File: src/rtl/rx_write_sequencer.sv
// rx_write_sequencer: qualifies parsed RDMA WRITE headers, issues one DMA write command per
// accepted packet, gates or drains its payload. Optional payload stall timeout: RX_STREAM_TIMEOUT_EN.
module rx_write_sequencer #(
    parameter int          C_AXIS_TDATA_WIDTH = 32,
    parameter int          C_AXIS_TKEEP_WIDTH = 4,
    parameter logic [7:0]  OPCODE_WRITE       = 8'h0A,
    parameter logic [31:0] MAX_LEN            = 32'd4096,
    parameter int          CMD_ADDR_WIDTH     = 32,
    parameter int          TIMEOUT_CYCLES     = 1024
) (
    input  logic                          aclk,
    input  logic                          aresetn,
    input  logic                          header_valid,
    input  logic [7:0]                    rdma_opcode,
    input  logic [23:0]                   rdma_psn,
    input  logic [63:0]                   rdma_remote_addr,
    input  logic [31:0]                   rdma_length,
    input  logic                          psn_load,
    input  logic [23:0]                   psn_init,
    input  logic [C_AXIS_TDATA_WIDTH-1:0] s_axis_tdata,
    input  logic [C_AXIS_TKEEP_WIDTH-1:0] s_axis_tkeep,
    input  logic                          s_axis_tvalid,
    output logic                          s_axis_tready,
    input  logic                          s_axis_tlast,
    output logic [C_AXIS_TDATA_WIDTH-1:0] m_axis_tdata,
    output logic [C_AXIS_TKEEP_WIDTH-1:0] m_axis_tkeep,
    output logic                          m_axis_tvalid,
    input  logic                          m_axis_tready,
    output logic                          m_axis_tlast,
    output logic                          cmd_valid,
    input  logic                          cmd_ready,
    output logic [CMD_ADDR_WIDTH-1:0]     cmd_addr,
    output logic [31:0]                   cmd_len,
    output logic                          status_valid,
    output logic [2:0]                    status_code,
    output logic [23:0]                   expected_psn,
    output logic [15:0]                   pkt_count,
    output logic [15:0]                   drop_count,
    output logic                          busy
);

    typedef enum logic [2:0] {
        S_IDLE   = 3'd0,
        S_CHECK  = 3'd1,
        S_CMD    = 3'd2,
        S_STREAM = 3'd3,
        S_DROP   = 3'd4,
        S_DONE   = 3'd5
    } state_t;

    state_t                    r_state;
    state_t                    w_next;
    logic [7:0]                r_opcode;
    logic [23:0]               r_psn;
    logic [CMD_ADDR_WIDTH-1:0] r_addr;
    logic [31:0]               r_len;
    logic [2:0]                r_code;
    logic                      r_accepted;
    logic [31:0]               r_byte_cnt;
    logic [23:0]               r_expected_psn;
    logic [15:0]               r_pkt_count;
    logic [15:0]               r_drop_count;
    logic                      w_s_hs;
    logic                      w_timeout;
    logic [2:0]                w_check_code;
    logic [2:0]                w_done_code;
    logic                      w_unused_addr;

    function automatic logic [31:0] popcount(input logic [C_AXIS_TKEEP_WIDTH-1:0] keep);
        logic [31:0] cnt;
        cnt = 32'd0;
        for (int i = 0; i < C_AXIS_TKEEP_WIDTH; i++) begin
            cnt = cnt + {31'd0, keep[i]};
        end
        return cnt;
    endfunction

    // Only the low address bits reach the DMA command.
    assign w_unused_addr = ^rdma_remote_addr[63:CMD_ADDR_WIDTH];
    assign w_s_hs        = s_axis_tvalid && s_axis_tready;
    assign expected_psn  = r_expected_psn;
    assign pkt_count     = r_pkt_count;
    assign drop_count    = r_drop_count;
    assign busy          = (r_state != S_IDLE);

`ifdef RX_STREAM_TIMEOUT_EN
    localparam int STALL_W = $clog2(TIMEOUT_CYCLES + 1);
    logic [STALL_W-1:0] r_stall;

    assign w_timeout = ((r_state == S_STREAM) || (r_state == S_DROP)) && !w_s_hs &&
                       ((r_stall + STALL_W'(1)) == STALL_W'(TIMEOUT_CYCLES));

    // Payload stall counter: counts cycles without an input handshake while waiting on payload.
    always_ff @(posedge aclk or negedge aresetn) begin
        if (!aresetn) begin
            r_stall <= '0;
        end else if (((r_state == S_STREAM) || (r_state == S_DROP)) && !w_s_hs) begin
            r_stall <= r_stall + STALL_W'(1);
        end else begin
            r_stall <= '0;
        end
    end
`else
    assign w_timeout = 1'b0;
`endif

    // Header qualification, highest-priority failure wins.
    always_comb begin
        if (r_opcode != OPCODE_WRITE) begin
            w_check_code = 3'd1;
        end else if (r_psn != r_expected_psn) begin
            w_check_code = 3'd2;
        end else if ((r_len == 32'd0) || (r_len > MAX_LEN)) begin
            w_check_code = 3'd3;
        end else begin
            w_check_code = 3'd0;
        end
    end

    // Completion code: accepted packets are judged on the delivered byte count.
    always_comb begin
        if (r_accepted) begin
            if (r_byte_cnt == r_len) begin
                w_done_code = 3'd0;
            end else begin
                w_done_code = 3'd4;
            end
        end else begin
            w_done_code = r_code;
        end
    end

    // State register.
    always_ff @(posedge aclk or negedge aresetn) begin
        if (!aresetn) begin
            r_state <= S_IDLE;
        end else begin
            r_state <= w_next;
        end
    end

    // Next-state logic.
    always_comb begin
        w_next = r_state;
        case (r_state)
            S_IDLE:   w_next = header_valid ? S_CHECK : S_IDLE;
            S_CHECK:  w_next = (w_check_code != 3'd0) ? S_DROP : S_CMD;
            S_CMD:    w_next = cmd_ready ? S_STREAM : S_CMD;
            S_STREAM: w_next = (w_timeout || (w_s_hs && s_axis_tlast)) ? S_DONE : S_STREAM;
            S_DROP:   w_next = (w_timeout || (w_s_hs && s_axis_tlast)) ? S_DONE : S_DROP;
            S_DONE:   w_next = S_IDLE;
            default:  w_next = S_IDLE;
        endcase
    end

    // Output decode; everything is zero outside the state that owns it.
    always_comb begin
        s_axis_tready = 1'b0;
        m_axis_tdata  = '0;
        m_axis_tkeep  = '0;
        m_axis_tvalid = 1'b0;
        m_axis_tlast  = 1'b0;
        cmd_valid     = 1'b0;
        cmd_addr      = '0;
        cmd_len       = 32'd0;
        status_valid  = 1'b0;
        status_code   = 3'd0;
        case (r_state)
            S_CMD: begin
                cmd_valid = 1'b1;
                cmd_addr  = r_addr;
                cmd_len   = r_len;
            end
            S_STREAM: begin
                m_axis_tdata  = s_axis_tdata;
                m_axis_tkeep  = s_axis_tkeep;
                m_axis_tvalid = s_axis_tvalid;
                m_axis_tlast  = s_axis_tlast;
                s_axis_tready = m_axis_tready;
            end
            S_DROP: begin
                s_axis_tready = 1'b1;
            end
            S_DONE: begin
                status_valid = 1'b1;
                status_code  = w_done_code;
            end
            default: begin
                s_axis_tready = 1'b0;
            end
        endcase
    end

    // Header latch, byte counter, expected PSN and packet counters.
    always_ff @(posedge aclk or negedge aresetn) begin
        if (!aresetn) begin
            r_opcode       <= 8'd0;
            r_psn          <= 24'd0;
            r_addr         <= '0;
            r_len          <= 32'd0;
            r_code         <= 3'd0;
            r_accepted     <= 1'b0;
            r_byte_cnt     <= 32'd0;
            r_expected_psn <= 24'd0;
            r_pkt_count    <= 16'd0;
            r_drop_count   <= 16'd0;
        end else begin
            case (r_state)
                S_IDLE: begin
                    if (header_valid) begin
                        r_opcode <= rdma_opcode;
                        r_psn    <= rdma_psn;
                        r_addr   <= rdma_remote_addr[CMD_ADDR_WIDTH-1:0];
                        r_len    <= rdma_length;
                    end
                    if (psn_load) begin
                        r_expected_psn <= psn_init;
                    end
                end
                S_CHECK: begin
                    r_code     <= w_check_code;
                    r_accepted <= (w_check_code == 3'd0);
                end
                S_STREAM: begin
                    if (w_timeout) begin
                        r_code     <= 3'd5;
                        r_accepted <= 1'b0;
                    end else if (w_s_hs) begin
                        r_byte_cnt <= r_byte_cnt + popcount(s_axis_tkeep);
                    end
                end
                S_DROP: begin
                    if (w_timeout) begin
                        r_code <= 3'd5;
                    end
                end
                S_DONE: begin
                    r_byte_cnt <= 32'd0;
                    if (r_accepted) begin
                        r_expected_psn <= r_expected_psn + 24'd1;
                        r_pkt_count    <= r_pkt_count + 16'd1;
                    end else begin
                        r_drop_count <= r_drop_count + 16'd1;
                    end
                end
                default: begin
                    r_byte_cnt <= r_byte_cnt;
                end
            endcase
        end
    end

endmodule

File: config.mk
export PLATFORM = sky130hd
export DESIGN_NAME = rx_write_sequencer
export DESIGN_NICKNAME = d
export VERILOG_FILES = /design/src/rtl/rx_write_sequencer.sv
export SDC_FILE = /design/constraint.sdc
export NUM_CORES = 1
export LEC_CHECK = 0
export ABC_CLOCK_PERIOD_IN_PS = 2100
export BUFFER_PORTS_ARGS = -buffer_cell sky130_fd_sc_hd__buf_2
export CORE_MARGIN = 8
export CORE_UTILIZATION = 45
export DETAILED_ROUTE_END_ITERATION = 16
export PLACE_DENSITY = 0.85
export SLEW_MARGIN = 25
export SYNTH_ARGS = -nofsm -noshare
export SYNTH_HDL_FRONTEND = slang
export SYNTH_SLANG_ARGS = --single-unit
File: constraint.sdc
create_clock -name aclk -period 2.1 [get_ports aclk]
set_input_delay 0.42 -clock aclk [delete_from_list [all_inputs] [get_ports aclk]]
set_output_delay 0.42 -clock aclk [all_outputs]
set_load 0.01 [all_outputs]
==> flow_summary.toml <==
[outcome]
run_status = "finished with violations"
violations = "negative setup slack"

[yosys]
ys_types = 58
post_synth_inst_count = 938
synthMostInstantiatedCell = "dfrtp_1"
synth.top_cell.area_share_pct = 47.8
synth_common_cells = "190 x dfrtp_1, 105 x and2_1, 100 x xnor2_1, 97 x mux2_2, 50 x nor2_1"
synthDominantAreaCellType = "dfrtp_1"
area_contributors_post_synth = "dfrtp_1 48%, mux2_2 11%, xnor2_1 8.8%"
syn_area_sq_um = 9950
synth_sequential_area_ratio_pct = 47.8
synth-main-ff-cell = "dfrtp_1"
syn_avg_cell_area_sq_um = 10.6
synth-warning-count = 0
syn_nets = 1141
synth_seq_cells = 190
number_of_flops_mapped_to_enable_cells_by_yosys = 0
postSynth.asyncResetShare_pct = 100

[routing]
via_count = 9370
totalWireLength_mm = 36.7
wire_length_per_cell_after_detailed_routing_um = 22.4
post_drt_via_cell_ratio = 5.70
first_iter_violations = 924
drc = 0
drtAntennaViolNets = 0
drt_pre_antenna_iters = 5

[min_path]
timing.hold.worst.class = "in2reg"
timing.hold.worst_path_depth = 2
min-delay-start = "rdma_psn[15]"

[setup_path]
endpoint_kind = "flop"
critical_path_start = "s_axis_tkeep[0]"
crit-reg2reg-capture = "r_byte_cnt[17]$_DFFE_PN0P_"
critical-path-max-stage-delay_ns = 0.54
worst_path_dominant_cell_family = "adder cells"
worst_r2r_startpoint = "r_state[2]$_DFF_PN0_"
critPathCapture = "r_byte_cnt[17]$_DFFE_PN0P_"
critical_path_required_ns = 2.40
crit_fanout = 6
regToRegSetupSlack_ns = -0.04
path_cells = "buf_6, fa_1, inv_1, fa_2, nor2b_4, o221ai_4, buf_4, nor4b_4, xnor2_1, nor2_1"
critPathArrivalTime_ns = 2.54
worst-path-buf-inv = 3
r2r.worst_path.cells = 7
timing.critical_path.slowest_stage_cell = "fa_1"
startpoint_types = "primary input"
path_depth = 10
worst-setup-path-type = "in2reg"

[global_routing]
grt_first_pass_wirelength_mm = 51.3
global_route.overflow_total = 0
via_count_of_the_first_global_routing_pass = 9357
grt_start_max_net_pins = 54
groute.usage.overall_pct = 24.2
antenna_found_initial = 1

[sta]
upper_clock_frequency_limit_ghz = 0.446
tns_ns = -8.10
hold_slack_ns = 0.220
timing.final.max_slew_violations = 0
timing.final.crit_period_ns = 2.24
rsz0062_at_grt = "yes"
post-route-worst-setup-slack_ns = -0.142
tightest_slew_ns = 0.587
skew_ns = 0.0109
slew_headroom_pct = 60.6
period_share_pct = 107
final-setup-viol-count = 125
timing.final.hold_violations = 0

[clock_network]
cts_clock_pin_slew_for_the_worst_setup_and_hold_paths_ns = 0.08
cts.htree.levels = 4
tritoncts = "done"
cts_root_buf = "clkbuf_16"
maximum_number_of_buffers_from_clock_root_to_sink = 2
numCtsBuffers = 17
cts.sinks = 190
clk_latency_ns = 0.43

[place]
worst_slack_at_placement_ns = -0.616
placed_cell_count = 1556
gpl.final_weighted_congestion = 0.911
detailedPlacementHpwl_mm = 24.0
port_buffers = 328

[power]
ir_drop_mv = 0.596
fin_total_pwr_uw = 15200
power_per_cell_area_nw_per_um2 = 1030
power.static_leakage_uw = 0.00694

[final_layout]
flow.area_growth_from_synthesis_pct = 47.6
final_layout_size_suffix_gt1_share_pct = 53.0
finish.net_count = 1553
antennaDiodeCount = 0
final_cell_count_no_fill = 1643

[floorplan]
placement_rows = 54
floorplan.initialDensity_pct = 45.8
coreArea_sq_um = 21800
fp.dieArea_sq_um = 27100
die_h_um = 165
io_pins = 361
die_w_um = 165

[run]
maxCapViolations = 0
[how the worst min path moves through the flow]
stage                                            to
after global routing           r_psn[7]$_DFFE_PN0P_
final                         r_psn[15]$_DFFE_PN0P_
after global placement         r_psn[4]$_DFFE_PN0P_
after floorplan           drop_count[0]$_DFFE_PN0P_
after detailed placement       r_psn[6]$_DFFE_PN0P_
after CTS                     r_psn[15]$_DFFE_PN0P_
[power breakdown]
part,total [uW],switching [uW],internal (uW)
clock network,3230,1600,1640
registers,6430,1510,4920
logic,5540,2580,2950
total,15200,5680,9520
[cell usage in the layout (no fill, tap or decap), types with 4 or more instances in the layout]
cell       synthesis  final
buf_2             16    252
dfrtp_1          190    179
mux2_2            97     97
xnor2_1          100     91
buf_6              1     91
buf_4              0     75
and2_4             0     70
nand2_1           47     46
nor2_1            50     46
nand4_1           38     38
a21oi_1           40     37
and2_1           105     35
nand3_1           33     33
o21ai_0           25     24
clkbuf_16          0     24
inv_1             15     14
nor4_1            16     11
dfrtp_2            0     11
nor4_4             3     10
xor2_1            10     10
buf_12             0     10
and4_1             9      9
and3_1             9      9
a2bb2oi_1          9      9
xnor2_2            0      8
nor3_4             0      8
nor3_1            15      7
o22ai_1            7      7
nor3_2             5      5
inv_8              0      5
clkinv_4           0      5
buf_16             0      5
nor2_2             2      4
a31oi_1            4      4
a21oi_2            1      4
or3_1              6      4
ha_1               4      4
[cell families after synthesis]
family / count (synthesis) / share of synthesized area (%)
xor gates and xnor gates: 110 / 9.68
and+or+nand+nor: 362 / 21.3
muxes: 98 / 11.1
AOI/OAI and AO/OA: 102 / 6.23
adders and majority gates: 7 / 1.11
buffers and inverters: 69 / 2.88
DFF: 190 / 47.8
[worst register-to-register path: cells and delay by family, from the launching register on]
| family | cells | cell delay (ns) |
|---|---|---|
| flops | 1 | 0.47 |
| compound gates | 1 | 0.26 |
| buf+inv | 2 | 0.39 |
| simple gates | 3 | 0.74 |
| xor+xnor | 1 | 0.15 |
[area by class of cell]
cell class,count,area [sq um]
tap,280,350
sequential,190,4770
fill,1505,7060
multi-input combinational,681,5520
timing repair buffer,444,3420
inverter,16,60.1
clock buffer,19,453
clock inverter,13,124
[metal layers]
metal	GRT usage [%]	part of all wire (%)	wire length, um
met5	0	0.035	13
met4	7.17	3.3	1210
met3	7.43	11	4050
met2	41.6	49	18200
met1	28.6	36	13300
[per-stage QoR]
stage / area, sq um / utilization (%)
after floorplan: 10100 / -
after detailed placement: 12400 / 57.0
after global placement: 12400 / 57.0
final: 14700 / 67.5
after global routing: 14700 / 67.5
after CTS: 13600 / 62.7
[state kept, by name (all words and copies together) (netlist names), 8 cells and up]
name	flops
pkt_count	16
r_opcode	8
r_len	32
r_byte_cnt	32
expected_psn	24
r_addr	32
drop_count	16
r_psn	24
[what timing repair did]
item                                    in CTS  in global routing
setup buffers                               27                 13
gates cloned                                 6                 10
endpoints found under the setup margin     134                243
hold endpoints to repair                    40                  0
pin swaps                                   27                 63
hold buffers                                 1                  0
gates resized for setup                     69                183
Power figures use the tool's default switching activity.
